## src/rtl/veri_phase_comp_pkg.sv

```systemverilog
// Shared types and helpers for the coarse-phase accumulator.
package veri_phase_comp_pkg;

  typedef enum logic {IDLE, BLANK} state_t;

  typedef enum logic [1:0] {STEP_NONE, STEP_UP, STEP_DN} step_t;

  // Blank counter width: clog2 of the window length, never below one bit.
  function automatic int unsigned cnt_width(input int unsigned n);
    return (n < 2) ? 1 : $clog2(n);
  endfunction

  localparam int unsigned BLANK_CNT_W = cnt_width(4);

  // Exactly one request line high is a step; anything else is a no-op.
  function automatic step_t decode_step(input logic up, input logic dn);
    case ({up, dn})
      2'b10:   return STEP_UP;
      2'b01:   return STEP_DN;
      default: return STEP_NONE;
    endcase
  endfunction

endpackage

```

## src/rtl/veri_phase_comp_blank_cnt.sv

```systemverilog
// Loadable down-counter timing the post-step settling window.
module veri_phase_comp_blank_cnt #(
  parameter int unsigned CNT_W = 2
) (
  input  logic             clk,
  input  logic             resetb,
  input  logic             clear,
  input  logic             load,
  input  logic [CNT_W-1:0] load_val,
  input  logic             dec,
  output logic             zero_c
);

  logic [CNT_W-1:0] cnt;

  always_ff @(posedge clk or negedge resetb) begin
    if (!resetb) begin
      cnt <= '0;
    end else if (clear) begin
      cnt <= '0;
    end else if (load) begin
      cnt <= load_val;
    end else if (dec) begin
      cnt <= cnt - CNT_W'(1);
    end
  end

  assign zero_c = (cnt == '0);

endmodule

```

## src/rtl/veri_phase_comp_coarse_accum.sv

```systemverilog
// Coarse-phase accumulator: modulo up/down stepping with a settling blank window.
// Define COARSE_ACCUM_SAT_EN to saturate at the code limits instead of wrapping.
module veri_phase_comp_coarse_accum
  import veri_phase_comp_pkg::*;
#(
  parameter int unsigned WIDTH        = 2,
  parameter int unsigned RESET_VAL    = 1,
  parameter int unsigned BLANK_CYCLES = 4
) (
  input  logic             clk,
  input  logic             resetb,
  input  logic             enable,
  input  logic             load_en,
  input  logic [WIDTH-1:0] load_data,
  input  logic             step_up,
  input  logic             step_dn,
  output logic [WIDTH-1:0] reg_out,
  output logic             busy,
  output logic             wrap,
  output logic             dropped
);

  localparam int unsigned CNT_W    = cnt_width(BLANK_CYCLES);
  localparam logic [WIDTH-1:0] MAX_CODE = {WIDTH{1'b1}};
  localparam bit          ONE_BIT  = (WIDTH == 1);

  state_t state;
  step_t  step_c;
  logic   step_valid_c;
  logic   step_wraps_c;
  logic   sat_block_c;
  logic   accept_c;
  logic   cnt_clear_c;
  logic   cnt_dec_c;
  logic   cnt_zero_c;
  logic   wrap_next_c;

  assign step_c       = decode_step(step_up, step_dn);
  assign step_valid_c = (step_c != STEP_NONE);
  assign step_wraps_c = ((step_c == STEP_UP) && (reg_out == MAX_CODE)) ||
                        ((step_c == STEP_DN) && (reg_out == '0));

`ifdef COARSE_ACCUM_SAT_EN
  // A step past either limit is absorbed: no move, no blank, no wrap.
  assign sat_block_c = step_wraps_c;
  assign wrap_next_c = 1'b0;
`else
  assign sat_block_c = 1'b0;
  assign wrap_next_c = step_wraps_c || ONE_BIT;
`endif

  assign accept_c    = enable && !load_en && (state == IDLE) && step_valid_c && !sat_block_c;
  assign cnt_clear_c = enable && load_en;
  assign cnt_dec_c   = enable && !load_en && (state == BLANK) && !cnt_zero_c;

  veri_phase_comp_blank_cnt #(
    .CNT_W(CNT_W)
  ) u_blank_cnt (
    .clk     (clk),
    .resetb  (resetb),
    .clear   (cnt_clear_c),
    .load    (accept_c),
    .load_val(CNT_W'(BLANK_CYCLES - 1)),
    .dec     (cnt_dec_c),
    .zero_c  (cnt_zero_c)
  );

  // Phase register, blank FSM and event pulses.
  always_ff @(posedge clk or negedge resetb) begin
    if (!resetb) begin
      state   <= IDLE;
      reg_out <= WIDTH'(RESET_VAL);
      busy    <= 1'b0;
      wrap    <= 1'b0;
      dropped <= 1'b0;
    end else begin
      wrap    <= 1'b0;
      dropped <= 1'b0;
      if (enable) begin
        if (load_en) begin
          reg_out <= load_data;
          state   <= IDLE;
          busy    <= 1'b0;
        end else if (state == IDLE) begin
          if (accept_c) begin
            reg_out <= (step_c == STEP_UP) ? reg_out + WIDTH'(1) : reg_out - WIDTH'(1);
            state   <= BLANK;
            busy    <= 1'b1;
            wrap    <= wrap_next_c;
          end
        end else begin
          dropped <= step_valid_c;
          if (cnt_zero_c) begin
            state <= IDLE;
            busy  <= 1'b0;
          end
        end
      end
    end
  end

endmodule

```

## config.mk

```make
export PLATFORM = sky130hd
export DESIGN_NAME = veri_phase_comp_coarse_accum
export DESIGN_NICKNAME = d
export VERILOG_FILES = /design/src/rtl/veri_phase_comp_pkg.sv /design/src/rtl/veri_phase_comp_blank_cnt.sv /design/src/rtl/veri_phase_comp_coarse_accum.sv
export SDC_FILE = /design/constraint.sdc
export NUM_CORES = 1
export LEC_CHECK = 0
export BUFFER_PORTS_ARGS = -buffer_cell sky130_fd_sc_hd__buf_4
export CORE_AREA = 2 2 39 41
export CTS_BUF_LIST = sky130_fd_sc_hd__clkbuf_8
export CTS_CLUSTER_DIAMETER = 150
export DETAILED_ROUTE_END_ITERATION = 8
export DIE_AREA = 0 0 41 43
export PLACE_DENSITY_LB_ADDON = 0.25
export SLEW_MARGIN = 15
export SYNTH_ARGS = -nofsm -noshare
export SYNTH_HDL_FRONTEND = slang
export SYNTH_SLANG_ARGS = --single-unit
```

## constraint.sdc

```tcl
create_clock -name clk -period 3.4 [get_ports clk]
set_input_delay 0.68 -clock clk [delete_from_list [all_inputs] [get_ports clk]]
set_output_delay 0.68 -clock clk [all_outputs]
set_load 0.005 [all_outputs]
```

# Word level (Yosys, flattened, before mapping)
# Cells that the tools add are included.
totals:
  in_bits: 8
  register_bits: 8
classes:
  reduce_logical: 19
  muxes: 23
  n_addsub: 3
  bitwise: 1
  n_eq_ne: 7
op_table:
  columns: ["op", "n"]
  rows:
  - ["$mux 1", 15]
  - ["$mux 2", 7]
  - ["$logic_and 1x1->1", 8]
  - ["$eq 2x2->1 const B", 3]
  - ["$reduce_and 3->1", 2]
  - ["$reduce_bool 3->1", 2]
  - ["$eq 2x1->1 const B", 2]
  - ["$logic_not 2->1", 2]
  - ["$pmux 2 s2", 1]
  - ["$reduce_bool 2->1", 2]
  - ["$sub 2x1->2 const B", 2]
  - ["$ne 3x2->1 const B", 1]
  - ["$add 2x1->2 const B", 1]
  - ["$logic_not 1->1", 2]
  - ["$ne 2x2->1 const B", 1]
  - ["$logic_or 1x1->1", 1]
  - ["$not 1->1", 1]

# Depth between registers and ports, before layout
depth:
  depth_word: 9
  mapped_depth: 6
  ltp_nobuf: 6

# Hierarchy
# From an unflattened synthesis, not the netlist that was laid out.
unflattened:
  cells_unflattened: 52
  hier_area_um2: 506.7
by_module_without_submodules:
  columns: ["mod", "area_each_um2", "n_inst", "cells_per_inst", "seq_area_each_um2"]
  rows:
  - ["veri_phase_comp_coarse_accum", 377.9, 1, 39, 151.4]
  - ["veri_phase_comp_blank_cnt", 128.9, 1, 13, 50.0]

# Worst setup path after synthesis
# No wires, ideal clock.
synth_path:
  path_type: "input-to-reg"
  start: "input port step_up"
  end: "register reg_out[1]"
  required_time_ns: 3.331
  stages: 6
  setup_slack_ns: 1.623
  n_path_buf: 0
  arrival_time_ns: 1.709
  setup_ns: 0.069
  path_cell_list: "inv_1 ha_1 nor2_2 o21ai_2 or4_1 nand3_1"
synth_via:
  elab_chain_len: 7
  elab_cells_between_ends: 12
  classes_between: "eq/ne (3); mux (5); reduce/logical (4)"
synth_rtl:
  columns: ["item", "line", "source"]
  rows:
  - ["start: declaration", "veri_phase_comp_coarse_accum.sv:15", "input logic step_up,"]
  - ["$eq 2x1->1 / $eq 2x2->1 (equally long branches)", "veri_phase_comp_pkg.sv:17", "case ({up, dn})"]
  - ["$pmux 2 s2 (*)", "veri_phase_comp_pkg.sv:17", null]
  - ["$eq 2x1->1", "veri_phase_comp_coarse_accum.sv:86", "reg_out <= (step_c == STEP_UP) ? reg_out + WIDTH'(1) : reg_out - WIDTH'(1);"]
  - ["$mux 2", "veri_phase_comp_coarse_accum.sv:86", null]
  - ["$mux 2", "veri_phase_comp_coarse_accum.sv:85", "if (accept_c) begin"]
  - ["$mux 2", "veri_phase_comp_coarse_accum.sv:84", "end else if (state == IDLE) begin"]
  - ["$mux 2", "veri_phase_comp_coarse_accum.sv:80", "if (load_en) begin"]
  - ["end signal: assignment", "veri_phase_comp_coarse_accum.sv:72", "reg_out <= WIDTH'(RESET_VAL);"]
  - ["end signal: assignment", "veri_phase_comp_coarse_accum.sv:81", "reg_out <= load_data;"]
  - ["end signal: assignment", "veri_phase_comp_coarse_accum.sv:86", null]
  - ["end: declaration", "veri_phase_comp_coarse_accum.sv:17", "output logic [WIDTH-1:0] reg_out,"]
# Every way passes the cells marked *; elsewhere a longest branch is shown, timed or not. The select of a mux whose other input is x is not followed.
# A chain may end at the register's enable or synchronous reset.

# Worst setup path in the final report
# Ends and elaborated chain as after synthesis.

==> results.ini <==
[status]
status = finished clean

[power_and_ir_drop]
power_density_nw_per_um2 = 583.1
p_sw_uw = 112.2
irDropWorstVdd_mv = 0.2545
switching_share_pct = 31.26
share_seq_of_total_power_pct = 39.1
combPwrFrac_pct = 27.1
power.leakage_uw = 0.0002995
internal_power_uw = 246.7
p_clk_share_pct = 33.8

[final_layout]
layout-drive-gt1-share_pct = 27.27
antenna-diode-count = 0
syn2layout_area_growth_pct = 29.47
finalNetCount = 78

[clocking]
postCtsHoldBufs = 0
clock-root-buffer = clkbuf_8
ctsResizeCount = 0
clock_path_buffers = 2
clkLatencyLatePin_ns = 0.23
cts.sinks = 8
cts_tree = built
cts_made_buffers = 3
cts_max_level = 1
clk_pin_slew_ns = 0.05
cts_setup_buffers = 0

[detailed_routing]
detail-route-antenna-nets = 0
vias_per_cell = 5.427
num_vias = 445
drc = 0
drt_iter0_drc = 20
drtPass1Iterations = 4
wirelength_um = 945
routedWlPerCell_um = 11.52

[sta]
finalClockSkew_ns = 0.008591
finalMaxSlewViolations = 0
whs_ns = 0.2544
fin_setup_tns_ns = 0
fin_crit_ns = 1.720
setup_viol = 0
min_period_over_period_pct = 50.59
rsz0062_at_grt = false
finalHoldViolations = 0
tightest_slew_ns = 0.3471
max_clock_freq_mhz = 581.4
relSlewSlack_pct = 76.86

[synth]
syn-num-nets = 64
synth_top_cell_area_share_pct = 36.84
synth-edff-count = 0
synth-main-ff-cell = dfrtp_1
synth-seq-area-share_pct = 42.37
synth.area.top_cells = dfrtp_1, ha_1, dfstp_2
netlist_instances = 53
syn-cell-area_um2 = 475.5
ys_top_cells_by_count = dfrtp_1, inv_1
synthArstFlopShare_pct = 100.0
yosys_warnings = 0
synth_area_per_cell_um2 = 8.971
yosys_register_bits = 8
synth_cell_types = 26
yosysTopAreaCell = dfrtp_1

[floorplanning]
die-area_um2 = 1763
rows = 14
die_h_um = 43
core_um2 = 1384
die_w_um = 41
ios = 13
start_util_pct = 34.36

[critical_path]
crit_slowest_cell = or4_1
critPathMaxFanout = 4
startpoint_type = input port
cp.required_ns = 3.56
cp-end-kind = flip-flop
crit_chain = buf_4 -> inv_1 -> ha_1 -> nor2_2 -> o21ai_2 -> or4_1 -> nand3_1
worst-setup-path-type = input port to flip-flop
worst_path_largest_cell_delay_ns = 0.48
worstPathArrival_ns = 1.88

[global_routing]
grt_pass1_wl_mm = 1.545
first_global_vias = 372
gr-usage-all-layers_pct = 13.33
grt_max_degree = 15
grt-ovfl-total = 0
antenna_found_initial = 0

[placed_design]
globalplace.congestion = 0.6843
dp_hpwl_um = 686.4
portBuffers = 12

[run]
maxCapViolations = 0

[worst_hold_path]
hold_path.class = input port to async pin

## cells by family after synthesis
kind of cell               synth area share (%)
AOI/OAI and AO/OA                         22.37
xor gates and xnor gates                  1.842
adders and majority gates                 7.896
buffers and inverters                     8.684
DFF                                       42.37
and+or+nand+nor                           16.84
## worst paths after layout
check	startpoint	to	slack, ns	depth (start not counted)
max	step_up	reg_out[1]$_DFFE_PN0P_	1.68	7
min	resetb	state$_DFFE_PN0P_	0.25	1
max reg2reg	state$_DFFE_PN0P_	reg_out[1]$_DFFE_PN0P_	2.02	4
min reg2reg	reg_out[0]$_DFFE_PN1P_	reg_out[0]$_DFFE_PN1P_	0.50	2
max in group asynchronous	resetb	reg_out[0]$_DFFE_PN1P_	2.92	1
min in group clk	reg_out[0]$_DFFE_PN1P_	reg_out[0]$_DFFE_PN1P_	0.50	2
## final cells by class
cell class	instances	area [um^2]
Timing Repair Buffer	12	90.09
Tap cell	16	20.02
Fill cell	140	768.2
Multi-Input combinational cell	35	232.7
Clock buffer	3	41.29
Sequential cell	8	201.4
Clock inverter	1	3.754
Inverter	7	26.28
## critical path: cells and delay by family
kind                     cells  cell delay, ns
adder cells (fa/ha/maj)      1            0.33
AND/OR/NAND/NOR              3            0.68
buffers and inverters        2            0.11
AO/OA/AOI/OAI                1            0.08
## flip-flops by register name, indices dropped and copies added (netlist names)
name / flops
reg_out: 2
u_blank_cnt.cnt: 2
busy: 1
dropped: 1
state: 1
wrap: 1
## stage by stage
stage | area (um^2) | setup slack (ns) | utilization, % | instances | power (uW)
after floorplan | 475.5 | 1.623 | - | 53 | 202.3
after global placement | 570.5 | 1.487 | 41.23 | 78 | 238.4
after detailed placement | 570.5 | 1.456 | 41.23 | 78 | 240.0
after CTS | 615.6 | 1.677 | 44.48 | 82 | 360.6
after global routing | 615.6 | 1.618 | 44.48 | 82 | 383.3
final | 615.6 | 1.680 | 44.48 | 82 | 359.0
## layout by cell type (no fill, tap or decap)
master,instances
a21oi_1,3
a222oi_1,1
a2bb2oi_1,1
a31oi_1,2
a32oi_1,1
a41oi_1,1
buf_4,12
clkbuf_8,3
dfrtp_1,7
dfstp_2,1
ha_1,3
inv_1,8
nand2_1,3
nand2b_1,1
nand3_1,2
nor2_1,3
nor2_2,1
nor2b_1,1
nor3b_1,2
nor4_1,1
o21ai_0,1
o21ai_1,3
o21ai_2,1
o22ai_1,1
o31ai_1,1
or4_1,1
xor2_1,1
## power groups by stage
stage	sequential [uW]	clock [uW]	combinational (uW)
floorplan	134	0	68.3
global placement	142	0	96.4
detailed placement	142	0	98.1
finish	140	121	97.3
global route	144	128	111
CTS	141	122	98.5
## routing by layer
| layer | up-vias | global-route usage, % | share of wire, % |
|---|---|---|---|
| met2 | 15 | 17.19 | 47 |
| met5 | - | 0 | 0 |
| met3 | 5 | 3.141 | 5.3 |
| li1 | 216 | - | - |
| met1 | 209 | 18.36 | 44 |
| met4 | 0 | 10.00 | 3.6 |
Note: power is estimated with default switching activity, not from simulation.
